===== src/rtl/fs_pkg.sv =====
// Shared constants for the registered ripple-borrow subtractor.
package fs_pkg;

  // Widest operand the borrow chain is qualified for.
  localparam int unsigned FS_MAX_WIDTH = 64;

  // Difference register value while in reset; sliced down to the instance width.
  localparam logic [FS_MAX_WIDTH-1:0] FS_DIFF_RST = '0;

endpackage


===== src/rtl/full_subtractor_bit.sv =====
// One-bit full-subtractor cell: diff = a - b - bin, with borrow-out.
module full_subtractor_bit (
  input  logic a_i,
  input  logic b_i,
  input  logic bin_i,
  output logic diff_o,
  output logic bout_o
);

  logic ab_eq;

  // Borrow is generated when a=0,b=1 and propagated when a==b.
  always_comb begin
    ab_eq  = ~(a_i ^ b_i);
    diff_o = a_i ^ b_i ^ bin_i;
    bout_o = (~a_i & b_i) | (ab_eq & bin_i);
  end

endmodule


===== src/rtl/full_subtractor.sv =====
// Registered WIDTH-bit ripple-borrow subtractor: {bout, diff} <= a - b - bin.
module full_subtractor
  import fs_pkg::*;
#(
  parameter int unsigned WIDTH = 1
) (
  input  logic             clk,
  input  logic             rst_n,
  input  logic             in_valid,
  input  logic [WIDTH-1:0] a,
  input  logic [WIDTH-1:0] b,
  input  logic             bin,
  output logic [WIDTH-1:0] diff,
  output logic             bout,
  output logic             out_valid
);

  if (WIDTH < 1 || WIDTH > FS_MAX_WIDTH) begin : g_bad_width
    $error("full_subtractor: WIDTH out of range");
  end

  logic [WIDTH:0]   br;
  logic [WIDTH-1:0] chain_diff;
  logic [WIDTH-1:0] diff_q, diff_d;
  logic             bout_q, bout_d;
  logic             valid_q, valid_d;

  assign br[0] = bin;

  for (genvar i = 0; i < WIDTH; i++) begin : g_cell
    full_subtractor_bit u_bit (
      .a_i   (a[i]),
      .b_i   (b[i]),
      .bin_i (br[i]),
      .diff_o(chain_diff[i]),
      .bout_o(br[i+1])
    );
  end

  // Load the chain result only on accepted operands, so idle inputs (even X) never reach outputs.
  always_comb begin
    diff_d  = diff_q;
    bout_d  = bout_q;
    valid_d = in_valid;
    if (in_valid) begin
      diff_d = chain_diff;
      bout_d = br[WIDTH];
    end
  end

  // Output register stage; reset clears any in-flight result.
  always_ff @(posedge clk or negedge rst_n) begin
    if (!rst_n) begin
      diff_q  <= FS_DIFF_RST[WIDTH-1:0];
      bout_q  <= 1'b0;
      valid_q <= 1'b0;
    end else begin
      diff_q  <= diff_d;
      bout_q  <= bout_d;
      valid_q <= valid_d;
    end
  end

  assign diff      = diff_q;
  assign bout      = bout_q;
  assign out_valid = valid_q;

endmodule


===== config.mk =====
export PLATFORM = sky130hd
export DESIGN_NAME = full_subtractor
export DESIGN_NICKNAME = d
export VERILOG_FILES = /design/src/rtl/fs_pkg.sv /design/src/rtl/full_subtractor_bit.sv /design/src/rtl/full_subtractor.sv
export SDC_FILE = /design/constraint.sdc
export NUM_CORES = 1
export LEC_CHECK = 0
export BUFFER_PORTS_ARGS = -buffer_cell sky130_fd_sc_hd__buf_2
export CAP_MARGIN = 10
export CORE_AREA = 3 3 40 42
export DETAILED_ROUTE_END_ITERATION = 6
export DIE_AREA = 0 0 43 45
export PLACE_DENSITY = 0.37
export SLEW_MARGIN = 20
export SYNTH_ARGS = -nofsm -noshare
export SYNTH_HDL_FRONTEND = slang
export SYNTH_SLANG_ARGS = --single-unit

===== constraint.sdc =====
create_clock -name clk -period 1 [get_ports clk]
set_input_delay 0.05 -clock clk [delete_from_list [all_inputs] [get_ports clk]]
set_output_delay 0.05 -clock clk [all_outputs]
set_load 0.02 [all_outputs]

==> results of run 1 <==
## area by class of cell
cell class	count	area, sq um
fill	144	1050
sequential	3	75.1
timing repair buffer	10	60.1
multi-input combinational	4	43.8
clock buffer	4	26.3
tap	15	18.8
inverter	2	7.51
## report_power, final
group	switching (mW)	internal, mW	total (mW)
Clock	0.0652	0.150	0.215
Combinational	0.0392	0.0386	0.0778
Sequential	0.00707	0.137	0.144
## placed cells by master, fill, tap and decap left out
cell type / Yosys / final
a21oi_1: 1 / 1
buf_2: 0 / 8
clkbuf_1: 0 / 1
clkbuf_4: 0 / 3
dfrtp_1: 3 / 3
dlygate4sd3_1: 0 / 2
fa_1: 1 / 1
inv_1: 2 / 2
mux2_4: 1 / 1
nor2_1: 1 / 1
## sequential cells by signal (all words and copies together), names as in the netlist
| signal | cells |
|---|---|
| diff | 1 |
| bout | 1 |
| out_valid | 1 |
## layer usage
| metal | track usage | vias to the layer above |
|---|---|---|
| met5 | 0 | - |
| met4 | 0.0904 | 0 |
| met3 | 0.0398 | 2 |
| met2 | 0.0419 | 10 |
| met1 | 0.0391 | 40 |
| li1 | - | 56 |
## stage by stage
step                       util  std cells
final                     0.180         38
after global routing      0.180         38
after CTS                 0.180         38
after detailed placement  0.144         32
after global placement    0.144         32
after floorplan               -          9
## cells by family after synthesis
logic type	Yosys count	synth area share
DFF	3	0.594
buffers and inverters	2	0.0594
AOI/OAI and AO/OA	1	0.0396
muxes	1	0.119
adders and majority gates	1	0.158
and+or+nand+nor	1	0.0297
## path summary, 6_finish.rpt
kind | start | end | depth (start not counted)
min reg2reg | diff | diff | 1
min in group clk | a | bout | 3
max reg2reg | diff | diff | 1
min | rst_n | bout | 2
max in group asynchronous | rst_n | out_valid | 2
max | in_valid | diff | 3
## timing repair
item | 4_1_cts | 5_1_grt
buffers inserted | 0 | 0
endpoints found under the hold margin | 4 | 0
hold buffers | 2 | 0
==> results.sh, run 1 <==
export IMPL_globalplace_congestion=0.668
export IMPL_fp_dieH_um=45
export IMPL_async_flop_share=1.00
export IMPL_skew_ps=0
export IMPL_finalSetupTns_ps=0
export IMPL_cts_max_level=1
export IMPL_path_max_fanout=4
export IMPL_viasPerCell=2.84
export IMPL_design_core_area_sq_um=1280
export IMPL_slew_viol_final=0
export IMPL_cts_tree="done"
export IMPL_area_growth_pct=83.2
export IMPL_fmaxAchievable_mhz=1120
export IMPL_grt_ovfl_total=0
export IMPL_ir_worst_vdd_mv=0.294
export IMPL_diodes=0
export IMPL_cpLargestDelayFamily="buffers and inverters"
export IMPL_finalNetCount=31
export IMPL_met3WireLength_um=67
export IMPL_ant_nets=0
export IMPL_ys_warnings_count=0
export IMPL_reg2reg_slack_ps=250
export IMPL_firstDrtPassIters=1
export IMPL_drc=0
export IMPL_syn_cell_area_sq_um=126
export IMPL_yosys_area_top_type="dfrtp_1"
export IMPL_worst_slew_pin_transition_ps=103
export IMPL_grt_max_degree=5
export IMPL_wl_per_cell_um=7.71
export IMPL_synth_edf_count=0
export IMPL_power_density_nw_per_um2=1880
export IMPL_synth_most_common_cell="dfrtp_1"
export IMPL_place_ws_ps=-16.7
export IMPL_cts_resized=0
export IMPL_die_area_sq_um=1940
export IMPL_hold_class="in -> async"
export IMPL_worst_path_buf_inv=2
export IMPL_grt_usage=0.0460
export IMPL_pin_count=9
export IMPL_numClockSinks=3
export IMPL_drv_cap=0
export IMPL_synthFlopType="dfrtp_1"
export IMPL_start_kind="input port"
export IMPL_endpoint_kind="flip-flop"
export IMPL_synthDistinctLibCells=6
export IMPL_p_leak_nw=0.118
export IMPL_min_period_over_period=0.891
export IMPL_wl_met1_um=109
export IMPL_maxSlewHeadroom=0.931
export IMPL_grt_pass1_vias=129
export IMPL_crit_required_ps=1120
export IMPL_drive_gt1_frac=0.522
export IMPL_initial_core_util=0.0983
export IMPL_top_layer="met4"
export IMPL_die_x_um=43
export IMPL_root_buffer="clkbuf_4"
export IMPL_whs_ps=136
export IMPL_setup_ws_ps=109
export IMPL_wl_met2_um=99
export IMPL_rsz0062_at_grt="no"
export IMPL_yosys_register_bits=3
export IMPL_via_count=108
export IMPL_post_route_cell_area_sq_um=231
export IMPL_finalSetupViolations=0
export IMPL_slowest_stage="dlygate4sd3_1"
export IMPL_avgSynthCellArea_sq_um=14.0
export IMPL_numCtsBuffers=3
export IMPL_drtIter0Drc=0
export IMPL_clk_pin_slew_ps=40
export IMPL_grt_antenna_before_repair=0
export IMPL_power_uw=436
export IMPL_arrival_ps=1010
export IMPL_cp_slowest_stage_delay_ps=520
export IMPL_synth_cells=9
export IMPL_port_buffers=8
export IMPL_final_hold_violation_count=0
export IMPL_crit_chain="dlygate4sd3_1 > buf_2 > mux2_4"
export IMPL_clk_path_buf_depth=2
export IMPL_critical_path_class="in -> reg"
export IMPL_syn_num_nets=16
export IMPL_finalCriticalPeriod_ps=891
export IMPL_num_rows=13
export IMPL_routed_wl_um=293
export IMPL_synth_area_leaders="dfrtp_1, fa_1, mux2_4"
export IMPL_placed_area_sq_um=185
export IMPL_clock_latency_ps=230
export IMPL_ys_seq_area_frac=0.594
export IMPL_grt_first_pass_wirelength_um=496
export IMPL_synth_top_cell_area_share=0.594
export IMPL_yosys_top_cells_count="dfrtp_1, inv_1"
export IMPL_status="finished clean"
Note: power is estimated with default switching activity, not from simulation.
==> run 2, diff against run 1 <==
- RECOVER_POWER: not set -> 100
==> results.sh, run 2 (synthesized netlist as in run 1, its figures left out) <==
export IMPL_status="finished clean"
export IMPL_setup_ws_ps=85.9
export IMPL_wl_met1_um=114
export IMPL_critical_path_class="in -> reg"
export IMPL_swShare=0.263
export IMPL_grt_pass1_vias=129
export IMPL_nFillCells=150
export IMPL_top_layer="met4"
export IMPL_drive_gt1_frac=0.304
export IMPL_root_buffer="clkbuf_4"
export IMPL_min_period_over_period=0.914
export IMPL_start_kind="input port"
export IMPL_drtIter0Drc=0
export IMPL_path_max_fanout=4
export IMPL_grt_usage=0.0460
export IMPL_power_switching_uw=112
export IMPL_num_rows=13
export IMPL_ir_worst_vdd_mv=0.286
export IMPL_endpoint_kind="flip-flop"
export IMPL_wl_per_cell_um=7.95
export IMPL_diodes=0
export IMPL_firstDrtPassIters=1
export IMPL_cts_tree="done"
export IMPL_p_leak_nw=0.103
export IMPL_numClockSinks=3
export IMPL_finalCriticalPeriod_ps=914
export IMPL_initial_core_util=0.0983
export IMPL_clock_latency_ps=230
export IMPL_drc=0
export IMPL_clk_path_buf_depth=2
export IMPL_via_count=108
export IMPL_grt_first_pass_wirelength_um=496
export IMPL_ant_nets=0
export IMPL_rsz0062_at_grt="no"
export IMPL_arrival_ps=1030
export IMPL_pin_count=9
export IMPL_fin_cells=38
export IMPL_placed_area_sq_um=185
export IMPL_die_area_sq_um=1940
export IMPL_skew_ps=0
export IMPL_p_int_uw=313
export IMPL_viasPerCell=2.84
export IMPL_cts_setup_buffers=0
export IMPL_cts_max_level=1
export IMPL_finalSetupViolations=0
export IMPL_maxSlewHeadroom=0.828
export IMPL_wl_met2_um=99
export IMPL_die_x_um=43
export IMPL_post_route_cell_area_sq_um=223
export IMPL_routed_wl_um=302
export IMPL_area_growth_pct=76.2
export IMPL_grt_ovfl_total=0
export IMPL_worst_slew_pin_transition_ps=259
export IMPL_design_core_area_sq_um=1280
export IMPL_power_density_nw_per_um2=1910
export IMPL_slew_viol_final=0
export IMPL_power_uw=425
export IMPL_cts_resized=0
export IMPL_fmaxAchievable_mhz=1090
export IMPL_finalNetCount=31
export IMPL_met3WireLength_um=69
export IMPL_hold_buffers=2
export IMPL_final_hold_violation_count=0
export IMPL_place_inst=32
export IMPL_final_cell_mix="clkbuf_1, buf_2, dfrtp_1, clkbuf_4"
export IMPL_hold_class="in -> async"
export IMPL_grt_antenna_before_repair=0
export IMPL_crit_required_ps=1110
export IMPL_grt_max_degree=5
export IMPL_port_buffers=8
export IMPL_final_common_cell="clkbuf_1"
export IMPL_fp_dieH_um=45
export IMPL_clk_pin_slew_ps=40
export IMPL_p_clk_frac=0.506
export IMPL_drv_cap=0
export IMPL_place_ws_ps=-16.7
export IMPL_combPwrFrac=0.157
export IMPL_seqPwrFrac=0.338
export IMPL_numCtsBuffers=3
export IMPL_globalplace_congestion=0.668
==> run 2: cell count changes in the layout (fill, tap and decap cells not counted), sizes merged <==
| cell | change |
|---|---|
| buf | -4 |
| clkbuf | +4 |
==> run 2: worst max-delay path, cell delays in order <==
cell           delay [ps]
dlygate4sd3_1         520
buf_2                 140
mux2_1                310
==> run 2: worst paths after layout <==
kind	cells past startpoint	start	to	slack, ps
min in group clk	3	a	bout	190
max reg2reg	1	diff	diff	220
max	3	in_valid	diff	90
max in group asynchronous	2	rst_n	out_valid	710
min	2	rst_n	bout	150
min reg2reg	1	diff	diff	500
==> run 2: final cells by class <==
| type | count | area (sq um) | area share |
|---|---|---|---|
| inverters | 2 | 7.51 | 0.0337 |
| well taps | 15 | 18.8 | 0.0843 |
| multi-input cells | 4 | 40.0 | 0.180 |
| flip-flops and latches | 3 | 75.1 | 0.337 |
| repair buffers | 10 | 55.1 | 0.247 |
| clock buffers | 4 | 26.3 | 0.118 |
==> run 2: stage by stage <==
stage	util	hold WS, ps	setup TNS (ps)
2_1_floorplan	-	-246	0
3_3_place_gp	0.144	-155	-3.78
3_5_place_dp	0.144	-154	-16.7
4_1_cts	0.180	134	0
5_1_grt	0.173	183	0
6_report	0.173	146	0
==> run 2: power by group through the flow <==
stage          Clock, mW  Sequential (mW)  Combinational, mW
2_1_floorplan          0            0.163             0.0222
3_3_place_gp           0            0.144             0.0719
3_5_place_dp           0            0.146             0.0732
4_1_cts            0.226            0.144             0.0794
5_1_grt            0.228            0.147             0.0741
6_report           0.215            0.144             0.0667
==> run 2: layer usage <==
layer / vias up / global-route usage
li1: 56 / -
met1: 40 / 0.0391
met2: 10 / 0.0419
met3: 2 / 0.0398
met4: 0 / 0.0904
met5: - / 0
==> run 3, diff against run 2 <==
- ABC_AREA: not set -> 1
- PLACE_DENSITY: 0.37 -> 0.38
==> results.sh, run 3 <==
export IMPL_finalSetupViolations=0
export IMPL_min_period_over_period=0.863
export IMPL_finalNetCount=36
export IMPL_diodes=0
export IMPL_dpl_hpwl_um=260
export IMPL_port_buffers=8
export IMPL_grt_first_pass_wirelength_um=545
export IMPL_crit_chain="clkbuf_1"
export IMPL_slew_viol_final=0
export IMPL_drc=0
export IMPL_grt_antenna_before_repair=0
export IMPL_grt_usage=0.0467
export IMPL_cts_tree="done"
export IMPL_design_core_area_sq_um=1280
export IMPL_rr_worst_depth=2
export IMPL_drtIter0Drc=3
export IMPL_wl_per_cell_um=7.53
export IMPL_area_growth_pct=74.5
export IMPL_avgSynthCellArea_sq_um=9.47
export IMPL_grt_pass1_vias=149
export IMPL_root_buffer="clkbuf_4"
export IMPL_cts_max_level=1
export IMPL_drv_cap=0
export IMPL_synth_most_common_cell="nand2_1"
export IMPL_p_leak_nw=0.123
export IMPL_clk_pin_slew_ps=30
export IMPL_num_rows=13
export IMPL_synth_edf_count=0
export IMPL_ir_worst_vdd_mv=0.244
export IMPL_grt_max_degree=5
export IMPL_synth_cells=14
export IMPL_slowest_stage="dfrtp_1"
export IMPL_power_density_nw_per_um2=1780
export IMPL_routed_wl_um=324
export IMPL_grt_ovfl_total=0
export IMPL_maxSlewHeadroom=0.821
export IMPL_final_hold_violation_count=0
export IMPL_synthDistinctLibCells=4
export IMPL_ys_seq_area_frac=0.566
export IMPL_clk_path_buf_depth=2
export IMPL_clock_latency_ps=230
export IMPL_ant_nets=0
export IMPL_drive_gt1_frac=0.214
export IMPL_final_cell_mix="nand2_1, clkbuf_1, inv_1"
export IMPL_crit_required_ps=950
export IMPL_globalplace_congestion=0.685
export IMPL_rsz0062_at_grt="no"
export IMPL_post_route_cell_area_sq_um=231
export IMPL_placed_area_sq_um=191
export IMPL_worst_slew_pin_transition_ps=270
export IMPL_cp_slowest_stage_delay_ps=340
export IMPL_worst_path_buf_inv=1
export IMPL_fmaxAchievable_mhz=1160
export IMPL_finalSetupTns_ps=0
export IMPL_die_x_um=43
export IMPL_yosys_top_cells_count="nand2_1, inv_1, dfrtp_1"
export IMPL_arrival_ps=810
export IMPL_initial_core_util=0.103
export IMPL_die_area_sq_um=1940
export IMPL_async_flop_share=1.00
export IMPL_status="finished clean"
export IMPL_firstDrtPassIters=2
export IMPL_endpoint_kind="output pin"
export IMPL_via_count=129
export IMPL_fp_dieH_um=45
export IMPL_skew_ps=0
export IMPL_hold_class="in -> async"
export IMPL_path_max_fanout=2
export IMPL_critical_path_class="reg -> out"
export IMPL_yosys_area_top_type="dfrtp_1"
export IMPL_numCtsBuffers=3
export IMPL_syn_num_nets=21
export IMPL_start_kind="flip-flop"
export IMPL_finalCriticalPeriod_ps=863
export IMPL_cts_setup_buffers=0
export IMPL_pin_count=9
export IMPL_yosys_register_bits=3
export IMPL_synth_area_leaders="dfrtp_1, nand2_1, fa_1"
export IMPL_ys_warnings_count=0
export IMPL_syn_cell_area_sq_um=133
export IMPL_viasPerCell=3.00
export IMPL_crit_cells=1
export IMPL_synthFlopType="dfrtp_1"
export IMPL_synth_top_cell_area_share=0.566
export IMPL_cpLargestDelayFamily="flip-flops"
export IMPL_numClockSinks=3
-- run 3: cell count changes after synthesis --
| cell | delta |
|---|---|
| a21oi_1 | -1 |
| inv_1 | +2 |
| mux2_4 | -1 |
| nand2_1 | +6 |
| nor2_1 | -1 |
-- run 3: report_power, final --
group          switching [mW]  total [mW]  internal (mW)
registers             0.00606       0.141          0.135
clock network          0.0574       0.207          0.149
logic                  0.0399      0.0647         0.0248
-- run 3: cell type report --
class	count	area [sq um]
Sequential cell	3	75.1
Fill cell	145	1050
Tap cell	15	18.8
Clock buffer	4	26.3
Multi-Input combinational cell	7	42.5
Inverter	4	15.0
Timing Repair Buffer	10	53.8
-- run 3: logic make-up after synthesis --
kind of cell  share of synthesized area
simple gates                      0.170
buf+inv                           0.113
flops                             0.566
fa+ha+maj                         0.151
-- run 3: metal layers --
metal,global-route usage,vias to the layer above,share of wire
met4,0.0723,0,0
met2,0.0599,7,0.46
met5,0,-,0
met1,0.0340,57,0.38
met3,0.0398,0,0.16
li1,-,65,-
-- run 3: per-stage QoR --
step,setup slack [ps],hold slack (ps),cells,utilization,power (mW)
floorplan,258,-246,14,-,0.176
detailed placement,134,-150,37,0.149,0.207
finish,137,155,43,0.180,0.412
CTS,182,133,43,0.185,0.431
global route,101,172,43,0.180,0.437
global placement,143,-154,37,0.149,0.205
-- run 3: path summary, 6_finish.rpt --
| kind | startpoint | end | slack [ps] |
|---|---|---|---|
| min in group clk | a | diff | 210 |
| setup / recovery | bout | bout | 140 |
| hold reg to reg | diff | diff | 470 |
| max in group asynchronous | rst_n | out_valid | 690 |
| hold / removal | rst_n | diff | 150 |
| setup reg to reg | bout | bout | 410 |
-- run 3: what timing repair did --
| item | in CTS | in global routing |
|---|---|---|
| gates resized for setup | 0 | 0 |
| hold buffers | 2 | 0 |
| setup endpoints to repair | 0 | 0 |
| hold endpoints to repair | 4 | 0 |
